**src/rtl/clock_time_ctrl.sv**
```systemverilog
// Six-digit HH:MM:SS clock with RUN/SET control driven by three raw push buttons.
// The time registers feed a registered seven-segment encoder; decimal points are fixed separators.
module clock_time_ctrl #(
    parameter int CLK_HZ     = 50000000,
    parameter int BLINK_HALF = 12500000
) (
    input  logic        clk,
    input  logic        rst,
    input  logic        i_sw_mode,
    input  logic        i_sw_pos,
    input  logic        i_sw_inc,
    output logic [41:0] o_six_digit_seg,
    output logic [5:0]  o_six_dp,
    output logic [1:0]  o_setting_mode,
    output logic [1:0]  o_setting_position,
    output logic        o_blink
);

    localparam int PW = (CLK_HZ > 1) ? $clog2(CLK_HZ) : 1;
    localparam int BW = (BLINK_HALF > 1) ? $clog2(BLINK_HALF) : 1;

    typedef enum logic {
        MODE_RUN = 1'b0,
        MODE_SET = 1'b1
    } mode_e;

    mode_e           mode_q, mode_d;
    logic [1:0]      pos_q, pos_d;
    logic [5:0]      sec_q, sec_d;
    logic [5:0]      min_q, min_d;
    logic [5:0]      hour_q, hour_d;
    logic [PW-1:0]   presc_q, presc_d;
    logic [BW-1:0]   blinkCnt_q, blinkCnt_d;
    logic            blink_q, blink_d;
    logic [41:0]     seg_q, seg_d;
    logic [2:0]      sync1_q, sync2_q, dly_q;
    logic [1:0]      warm_q, warm_d;
    logic [2:0]      pulse;
    logic            modeP, posP, incP;

    function automatic logic [5:0] wrapInc(input logic [5:0] v, input logic [5:0] maxV);
        return (v == maxV) ? 6'd0 : v + 6'd1;
    endfunction

    function automatic logic [6:0] seg7(input logic [3:0] d);
        case (d)
            4'd0:    seg7 = 7'h7E;
            4'd1:    seg7 = 7'h30;
            4'd2:    seg7 = 7'h6D;
            4'd3:    seg7 = 7'h79;
            4'd4:    seg7 = 7'h33;
            4'd5:    seg7 = 7'h5B;
            4'd6:    seg7 = 7'h5F;
            4'd7:    seg7 = 7'h70;
            4'd8:    seg7 = 7'h7F;
            4'd9:    seg7 = 7'h7B;
            default: seg7 = 7'h00;
        endcase
    endfunction

    function automatic logic [13:0] digitPair(input logic [5:0] v);
        return {seg7(4'(v / 6'd10)), seg7(4'(v % 6'd10))};
    endfunction

    // Pulses stay masked until the synchroniser has refilled after reset, so a
    // button held through reset release does not look like a fresh press.
    assign pulse = sync2_q & ~dly_q & {3{warm_q == 2'd3}};
    assign modeP = pulse[2];
    assign posP  = pulse[1];
    assign incP  = pulse[0];
    assign warm_d = (warm_q == 2'd3) ? 2'd3 : warm_q + 2'd1;

    always_ff @(posedge clk or posedge rst) begin
        if (rst) begin
            sync1_q    <= 3'b000;
            sync2_q    <= 3'b000;
            dly_q      <= 3'b000;
            warm_q     <= 2'd0;
            mode_q     <= MODE_RUN;
            pos_q      <= 2'd0;
            sec_q      <= 6'd0;
            min_q      <= 6'd0;
            hour_q     <= 6'd0;
            presc_q    <= '0;
            blinkCnt_q <= '0;
            blink_q    <= 1'b0;
            seg_q      <= {6{7'h7E}};
        end else begin
            sync1_q    <= {i_sw_mode, i_sw_pos, i_sw_inc};
            sync2_q    <= sync1_q;
            dly_q      <= sync2_q;
            warm_q     <= warm_d;
            mode_q     <= mode_d;
            pos_q      <= pos_d;
            sec_q      <= sec_d;
            min_q      <= min_d;
            hour_q     <= hour_d;
            presc_q    <= presc_d;
            blinkCnt_q <= blinkCnt_d;
            blink_q    <= blink_d;
            seg_q      <= seg_d;
        end
    end

    // A mode pulse outranks everything; in SET an inc uses the old position
    // before a simultaneous pos pulse advances it.
    always_comb begin
        mode_d     = mode_q;
        pos_d      = pos_q;
        sec_d      = sec_q;
        min_d      = min_q;
        hour_d     = hour_q;
        presc_d    = presc_q;
        blinkCnt_d = blinkCnt_q;
        blink_d    = blink_q;
        seg_d      = {digitPair(hour_q), digitPair(min_q), digitPair(sec_q)};

        if (modeP) begin
            blink_d = 1'b0;
            if (mode_q == MODE_RUN) begin
                mode_d     = MODE_SET;
                pos_d      = 2'd0;
                blinkCnt_d = '0;
            end else begin
                mode_d  = MODE_RUN;
                presc_d = '0;
            end
        end else if (mode_q == MODE_SET) begin
            if (incP) begin
                case (pos_q)
                    2'd0:    sec_d  = wrapInc(sec_q, 6'd59);
                    2'd1:    min_d  = wrapInc(min_q, 6'd59);
                    default: hour_d = wrapInc(hour_q, 6'd23);
                endcase
                blinkCnt_d = '0;
                blink_d    = 1'b0;
            end else if (blinkCnt_q == BW'(BLINK_HALF - 1)) begin
                blinkCnt_d = '0;
                blink_d    = ~blink_q;
            end else begin
                blinkCnt_d = blinkCnt_q + BW'(1);
            end
            if (posP) begin
                pos_d = (pos_q == 2'd2) ? 2'd0 : pos_q + 2'd1;
            end
        end else if (presc_q == PW'(CLK_HZ - 1)) begin
            presc_d = '0;
            sec_d   = wrapInc(sec_q, 6'd59);
            if (sec_q == 6'd59) begin
                min_d = wrapInc(min_q, 6'd59);
                if (min_q == 6'd59) begin
                    hour_d = wrapInc(hour_q, 6'd23);
                end
            end
        end else begin
            presc_d = presc_q + PW'(1);
        end
    end

    assign o_six_digit_seg    = seg_q;
    assign o_six_dp           = 6'b010100;
    assign o_setting_mode     = {1'b0, mode_q};
    assign o_setting_position = pos_q;
    assign o_blink            = blink_q;

endmodule

```
**config.mk**
```make
export PLATFORM = sky130hd
export DESIGN_NAME = clock_time_ctrl
export DESIGN_NICKNAME = d
export VERILOG_FILES = /design/src/rtl/clock_time_ctrl.sv
export SDC_FILE = /design/constraint.sdc
export NUM_CORES = 1
export LEC_CHECK = 0
export ABC_AREA = 1
export BUFFER_PORTS_ARGS = -buffer_cell sky130_fd_sc_hd__buf_4
export CAP_MARGIN = 20
export CELL_PAD_IN_SITES_DETAIL_PLACEMENT = 0
export CELL_PAD_IN_SITES_GLOBAL_PLACEMENT = 1
export CORE_MARGIN = 2
export CORE_UTILIZATION = 45
export DETAILED_ROUTE_END_ITERATION = 7
export GPL_ROUTABILITY_DRIVEN = 0
export GPL_TIMING_DRIVEN = 1
export MAX_ROUTING_LAYER = met4
export PLACE_DENSITY_LB_ADDON = 0.1
export SLEW_MARGIN = 20
export SYNTH_ARGS = -nofsm -noshare
export SYNTH_HDL_FRONTEND = slang
export SYNTH_SLANG_ARGS = --single-unit
```
**constraint.sdc**
```tcl
create_clock -name clk -period 5 [get_ports clk]
set_input_delay 0.5 -clock clk [delete_from_list [all_inputs] [get_ports clk]]
set_output_delay 0.5 -clock clk [all_outputs]
set_load 0.01 [all_outputs]
```
==> results of run 1 <==
[flip-flops by register name, indices dropped and copies added, names as in the netlist]
name / cells
blinkCnt_q: 24
dly_q: 3
hour_q: 6
min_q: 6
mode_q: 1
o_blink: 1
o_setting_position: 2
o_six_digit_seg: 42
presc_q: 26
sec_q: 6
sync1_q: 3
sync2_q: 3
warm_q: 2
[layer usage]
metal  vias to the layer above  track usage (%)
met1                      2644             21.9
met2                        76             29.2
met5                         -                -
li1                       2921                -
met3                        17             4.94
met4                         0             5.80
[logic make-up after synthesis]
kind of cell	Yosys count	synth area share, %
buf+inv	141	7.95
compound gates	96	7.37
flops	125	43.6
xor+xnor	29	3.49
fa+ha+maj	50	8.59
other cells	2	0.103
simple gates	440	28.8
mux	1	0.137
[worst max-delay path: stages (launching register included)]
cell and delay (ns):
dfrtp_1 0.36, nand2_1 0.09, nor3_1 0.45, inv_1 0.27, ha_1 0.56, inv_1 0.30, nand2_1 0.23, clkinv_1 0.47
a211oi_1 0.32
[cells in the mapped netlist, drive strengths merged]
library cell    n
a31oi           2
mux2i           1
a211oi          2
a21oi          31
nor3b           4
dfstp          36
and2            1
buf            15
nor2           80
or2             9
dfrtp          89
nor4            9
nand4          20
o21a            2
nand3b          6
nand2         236
o31ai           2
clkbuf          3
nor3           21
xnor2           7
ha             50
clkinv          4
a21o            3
nand3          54
conb            2
inv           119
o21bai          2
xor2           22
o21ai          52
[cell type report]
class / instances / area share, %
Clock buffer: 21 / 5.45
Clock inverter: 11 / 1.67
Inverter: 123 / 5.62
Multi-Input combinational cell: 623 / 42.0
Sequential cell: 125 / 37.5
Tap cell: 216 / 3.20
Timing Repair Buffer: 51 / 4.53
[stage by stage]
stage / utilization (%) / hold WS (ns) / setup slack (ns)
2_1_floorplan: - / 0.331 / 1.23
3_3_place_gp: 49.6 / 0.346 / 1.95
3_5_place_dp: 49.6 / 0.336 / 1.87
4_1_cts: 53.4 / 0.166 / 1.79
5_1_grt: 53.4 / 0.164 / 1.38
6_report: 53.4 / 0.191 / 1.84
[power by group]
part / internal [mW] / switching [mW]
clock network: 0.806 / 0.445
registers: 1.27 / 0.144
logic: 0.595 / 0.954
[path summary, 6_finish.rpt]
check,end,slack (ns),cells after the start
worst max-delay path,presc_q[2],1.84,8
worst min-delay path,sync1_q[1],0.19,1
worst max register to register,presc_q[2],1.84,8
worst min register to register,sync2_q[0],0.36,0
max in group asynchronous,o_six_digit_seg[10],3.75,3
min in group asynchronous,o_six_digit_seg[14],0.23,2
==> summary.txt, run 1 <==
CTS
  • Clock Tree Buf Depth: 2
  • Hold buffers post-CTS: 0
  • H-tree depth: 4
  • Num Clock Sinks: 125
  • Post-CTS sizing: 0
  • Root Buffer: clkbuf_16
  • Clock-pin slew on the worst setup and hold paths: 0.06 ns
  • TritonCTS clock tree: yes
  • Clk_lat worst skew: 0.42 ns
  • Cts bufs inserted: 17
  • Setup Buffers After CTS: 0

Die
  • Initial Util: 46.0%
  • Cell row count: 46
  • # IOs: 58
  • Die H: 131 um
  • Placeable Area: 0.0158 mm^2
  • Die width: 131 um
  • Die ar.: 0.0172 mm^2

Drt
  • Vias/cell: 4.84
  • Via Count: 5,658
  • Initial DRC Count: 253
  • M1 WL: 6560 um
  • Routed Antenna Nets: 0
  • Routed Wire Length: 14,100 um
  • Drc violations: 0
  • Met2 Routed Length: 6850 um
  • Met3 WL: 525 um
  • First drt pass iteration count: 5
  • Average wire per standard cell: 12.1 um
  • Top Layer Used: met4

Outcome
  • Status: finished, final reports clean

STA
  • Final Cycle Share: 63.3%
  • RSZ-0062 raised after global routing: false
  • Final setup skew: 0.00937 ns
  • Slew Viols, Final: 0
  • Setup TNS Final: 0 ns
  • Pin slew with the least headroom to its limit: 0.757 ns
  • Final Hold Viols: 0
  • Slew headroom: 49.5%
  • F_max: 0.316 GHz
  • Fin crit period: 3.16 ns
  • Final setup vio count: 0

Setup path
  • Critical R2R Launch: warm_q[1]
  • Worst setup SP type: flop
  • Worst Path Max Fanout: 19
  • CP endpoint kind: flop
  • Worst Path Required: 5.31 ns
  • Crit path arrival time: 3.48 ns
  • Start point of the critical path: warm_q[1]
  • Critical path class: flop to flop

Finish
  • Register area: 0.00317 mm^2
  • # fillers: 1,484
  • Most frequent cells in the layout: nand2_1 (196), inv_1 (98), dfrtp_1 (89)
  • Nets: 996
  • Footprint of the multi-input gates: 0.00355 mm^2
  • Post-route insts no fill: 1,170
  • Area growth, synth to finish: 16.1%
  • Post-Layout Inst Area: 0.00845 mm^2
  • Commonest non-fill, non-tap cell in the layout: nand2_1
  • Layout cell share with drive strength beyond 1: 21.3%
  • Diode count: 0

Global route
  • Largest net degree at the start of global routing: 87
  • Global-route usage over all layers: 18.0%
  • Vias in the first global route: 5,607
  • Grt total ovfl: 0
  • Antenna violations before repair: 0
  • First-pass GRT wire length: 25,100 um

Synth
  • Synth area leaders: dfrtp_1 (31%), dfstp_2 (13%), nand2_1 (10%), ha_1 (8.6%), inv_1 (5.1%)
  • Syn_area_per_cell: 8.24 um^2
  • Largest area contributor in the netlist: dfrtp_1
  • Share of the synthesized area in the top cell type: 30.6%
  • Register area share after synthesis: 43.6%
  • Post-Syn Area: 0.00728 mm^2
  • Cells after synthesis: 884
  • Yosys reg bits: 125
  • Netlist cell types: 43
  • Syn. warnings: 0

Power and ir drop
  • P_leak: 4.04 nW
  • Power, Total: 4.22 mW
  • PwrDens: 499 mW/mm^2
  • Peak VDD IR: 329 uV

Min path
  • HP Start: i_sw_pos
  • Hold Path Class: input port to flop

Placed design
  • Dpl hpwl: 10,200 um
  • Placed standard-cell area: 0.00785 mm^2
  • Port Buffer Count: 50
  • Dpl cells: 1,138

Run
  • Max_cap viols: 0
Note: power is estimated with default switching activity, not from simulation.
==> run 2, diff against run 1 <==
Settings changed: ABC_AREA 1 to 0.
Clock period 5 ns to 3 ns, I/O delays scaled along.
==> run 2 against run 1 <==
Against the previous run: worst setup slack lost 1.6 ns; power grew 31%; combinational power shrank 3%; via count down 7.9%; design area down 3.1%; synthesized area is 4.5% lower; clock-buffer cell count is 3 higher; sequential share of layout area up 1.2 points; highest routed layer unchanged.
==> summary.txt, run 2 <==
Outcome
  • Status: finished, final reports clean

Drt
  • Average wire per standard cell: 13.8 um (+15%)
  • Routed Wire Length: 13,600 um (-3.5%)
  • First drt pass iteration count: 5 (unchanged)
  • Drc violations: 0 (unchanged)
  • Via Count: 5,210 (-7.9%)
  • Routed Antenna Nets: 0 (unchanged)
  • Initial DRC Count: 276 (+9.1%)
  • Vias/cell: 5.29 (+9.5%)

Finish
  • Footprint of the multi-input gates: 0.00354 mm^2 (-0.35%)
  • Commonest non-fill, non-tap cell in the layout: dfrtp_1
  • Diode count: 0 (unchanged)
  • # fillers: 1,350 (-9.0%)
  • Register area: 0.00317 mm^2 (unchanged)
  • Most frequent cells in the layout: dfrtp_1 (89), nor2_1 (80), buf_4 (71)
  • Number of flip-flops under the largest register name: 42 (unchanged)
  • Layout cell share with drive strength beyond 1: 19.7% (-1.6 points)
  • Nets: 839 (-16%)
  • Area growth, synth to finish: 17.7%

STA
  • Setup TNS Final: 0 ns (unchanged)
  • Hold WS: 0.00373 ns (-0.187 ns)
  • F_max: 0.363 GHz (+15%)
  • Final setup vio count: 0 (unchanged)
  • Final Cycle Share: 91.9% (+29 points)
  • Final setup skew: 0.0108 ns (+0.00139 ns)
  • Setup WS post-layout: 0.244 ns (-1.59 ns)
  • Slew headroom: 51.4% (+1.9 points)
  • Slew Viols, Final: 0 (unchanged)
  • Final Hold Viols: 0 (unchanged)
  • RSZ-0062 raised after global routing: false
  • Fin crit period: 2.76 ns (-0.408 ns)
  • Pin slew with the least headroom to its limit: 0.729 ns (-0.0286 ns)

Synth
  • Syn_area_per_cell: 9.69 um^2 (+18%)
  • Post-synth EDFFs: 0 (unchanged)
  • Adder-cell share of the synthesized area: 8.99% (+0.40 points)
  • Register area share after synthesis: 45.6% (+2.0 points)
  • Post-Syn Area: 0.00696 mm^2 (-4.5%)
  • Yosys reg bits: 125 (unchanged)
  • Share of the synthesized area in the top cell type: 32.0% (+1.4 points)
  • Syn. warnings: 0 (unchanged)
  • Largest area contributor in the netlist: dfrtp_1
  • Cells after synthesis: 718 (-19%)
  • Synth area leaders: dfrtp_1 (32%), dfstp_2 (14%), ha_1 (9.0%), nor2_1 (4.3%), xor2_1 (3.3%)
  • Main combinational cell family by area after synthesis: simple AND/OR/NAND/NOR gates
  • Count leader, synth: dfrtp_1
  • Netlist cell types: 66 (+53%)
  • Synth Area in XOR/XNOR: 6.17% (+2.7 points)
  • Synth Area in Compound Gates: 12.0% (+4.7 points)
  • Synth Flop Type: dfrtp_1
  • Area share of and/or/nand/nor cells after synthesis: 20.8% (-8.0 points)
  • Commonest cells post-synth: dfrtp_1 (89), nor2_1 (80), nand2_1 (53)
  • Mux cell area share after synthesis: 2.10% (+2.0 points)
  • FFs w/ async S/R, synth: 100% (unchanged)

Die
  • Die H: 128 um (-2.2%)
  • # IOs: 58 (unchanged)
  • Cell row count: 45 (-2.2%)
  • Die ar.: 0.0165 mm^2 (-4.3%)
  • Die width: 128 um (-2.2%)
  • Placeable Area: 0.0151 mm^2 (-4.3%)
  • Initial Util: 45.9% (-0.076 points)

CTS
  • TritonCTS clock tree: yes
  • Root Buffer: clkbuf_16
  • Clk_lat worst skew: 0.41 ns (about the same)
  • Num Clock Sinks: 125 (unchanged)
  • H-tree depth: 4 (unchanged)
  • Clock-pin slew on the worst setup and hold paths: 0.05 ns (about the same)
  • Setup Buffers After CTS: 0 (unchanged)
  • Clock Tree Buf Depth: 2 (unchanged)
  • Cts bufs inserted: 17 (unchanged)

Setup path
  • Worst setup SP type: flop
  • Reg2reg end: o_six_digit_seg[17]
  • R2R depth: 11 (+3)
  • Critical path class: flop to flop
  • Worst Path Max Fanout: 7 (-12)
  • Worst Path Required: 3.31 ns (-2.00 ns)
  • CP endpoint kind: flop
  • Critical R2R Launch: min_q[4]
  • Reg2reg setup slack: 0.24 ns (-1.59 ns)
  • Crit path arrival time: 3.06 ns (-0.42 ns)
  • Start point of the critical path: min_q[4]

Placed design
  • Port Buffer Count: 50 (unchanged)
  • Setup WS pre-CTS: 0.164 ns (-1.70 ns)
  • Dpl hpwl: 9470 um (-7.1%)

Global route
  • Largest net degree at the start of global routing: 126 (+45%)
  • Vias in the first global route: 5,022 (-10%)
  • Global-route usage over all layers: 18.0% (about the same)
  • First-pass GRT wire length: 23,500 um (-6.4%)
  • Grt total ovfl: 0 (unchanged)
  • Antenna violations before repair: 0 (unchanged)

Min path
  • Hold Path Class: input port to async pin

Run
  • Max_cap viols: 0 (unchanged)

Power and ir drop
  • Peak VDD IR: 441 uV (+34%)
  • P_leak: 3.70 nW (-8.4%)
  • PwrDens: 675 mW/mm^2 (+35%)
## run 2: cell types whose count changed in the layout (fill, tap and decap cells not counted), moves of 11 or more
cell	previous run	this run
nand2_1	196	53
inv_1	98	34
nand2_2	27	0
nand3_1	49	28
buf_4	51	71
inv_2	17	0
nor2b_1	0	16
xnor2_1	7	22
and3_1	0	13
nand2_4	13	0
nand2b_1	0	12
nor3_1	21	10
## run 2: routing by layer
metal / wire length [um] / track usage (%)
met1: 6650 / 23.5
met3: 387 / 3.70
met5: 0 / -
met2: 6380 / 27.7
met4: 204 / 6.66
## run 2: final cells by class
type                            count  area share, %
Clock inverter                      7          0.489
Tap cell                          188           2.87
Clock buffer                       24           5.88
Sequential cell                   125           38.7
Timing Repair Buffer               75           7.12
Inverter                           36           1.70
Multi-Input combinational cell    529           43.2
## run 2: worst max-delay path, stage by stage, from the launching register on
cell and delay, ns:
dfrtp_1 0.34, inv_1 0.07, ha_1 0.37, and2_1 0.22, nor3b_1 0.14, a211oi_1 0.24
buf_4 0.19, or2_2 0.10, o311a_1 0.25, inv_1 0.14, ha_1 0.31, o311ai_1 0.30
## run 2: worst max path at each step
| stage | endpoint | slack [ns] | cells after the start |
|---|---|---|---|
| 2_1_floorplan | presc_q[22] | 0.02 | 12 |
| 3_3_place_gp | o_six_digit_seg[17] | 0.30 | 11 |
| 3_5_place_dp | o_six_digit_seg[34] | 0.16 | 9 |
| 4_1_cts | o_six_digit_seg[34] | 0.15 | 9 |
| 5_1_grt | o_six_digit_seg[14] | 0.02 | 11 |
| 6_report | o_six_digit_seg[17] | 0.24 | 11 |
## run 2: report_power, final
part	internal [mW]	switching (mW)	total [mW]
Combinational	0.670	0.827	1.50
Sequential	2.00	0.223	2.23
Clock	1.11	0.693	1.80
## run 2: repair_timing
action	in CTS	in global routing
hold buffers	3	0
hold endpoints to repair	3	0
endpoints found under the setup margin	0	11
resized for setup	0	5
## run 2: cell families (layout without fill, tap and decap cells)
| group | Yosys count | in the layout |
|---|---|---|
| xor+xnor | 49 | 49 |
| compound gates | 130 | 130 |
| buf+inv | 69 | 142 |
| mux | 14 | 14 |
| flops | 125 | 125 |
| other cells | 2 | 7 |
| fa+ha+maj | 50 | 50 |
| simple gates | 279 | 279 |
## run 2: per-stage QoR
step / area, um^2 / std cells / utilization [%] / total power [mW]
detailed placement: 7610 / 950 / 50.3 / 3.76
floorplan: 6980 / 723 / - / 3.24
CTS: 8170 / 984 / 53.9 / 5.60
global placement: 7610 / 950 / 50.3 / 3.72
global route: 8190 / 984 / 54.1 / 5.90
finish: 8190 / 984 / 54.1 / 5.52
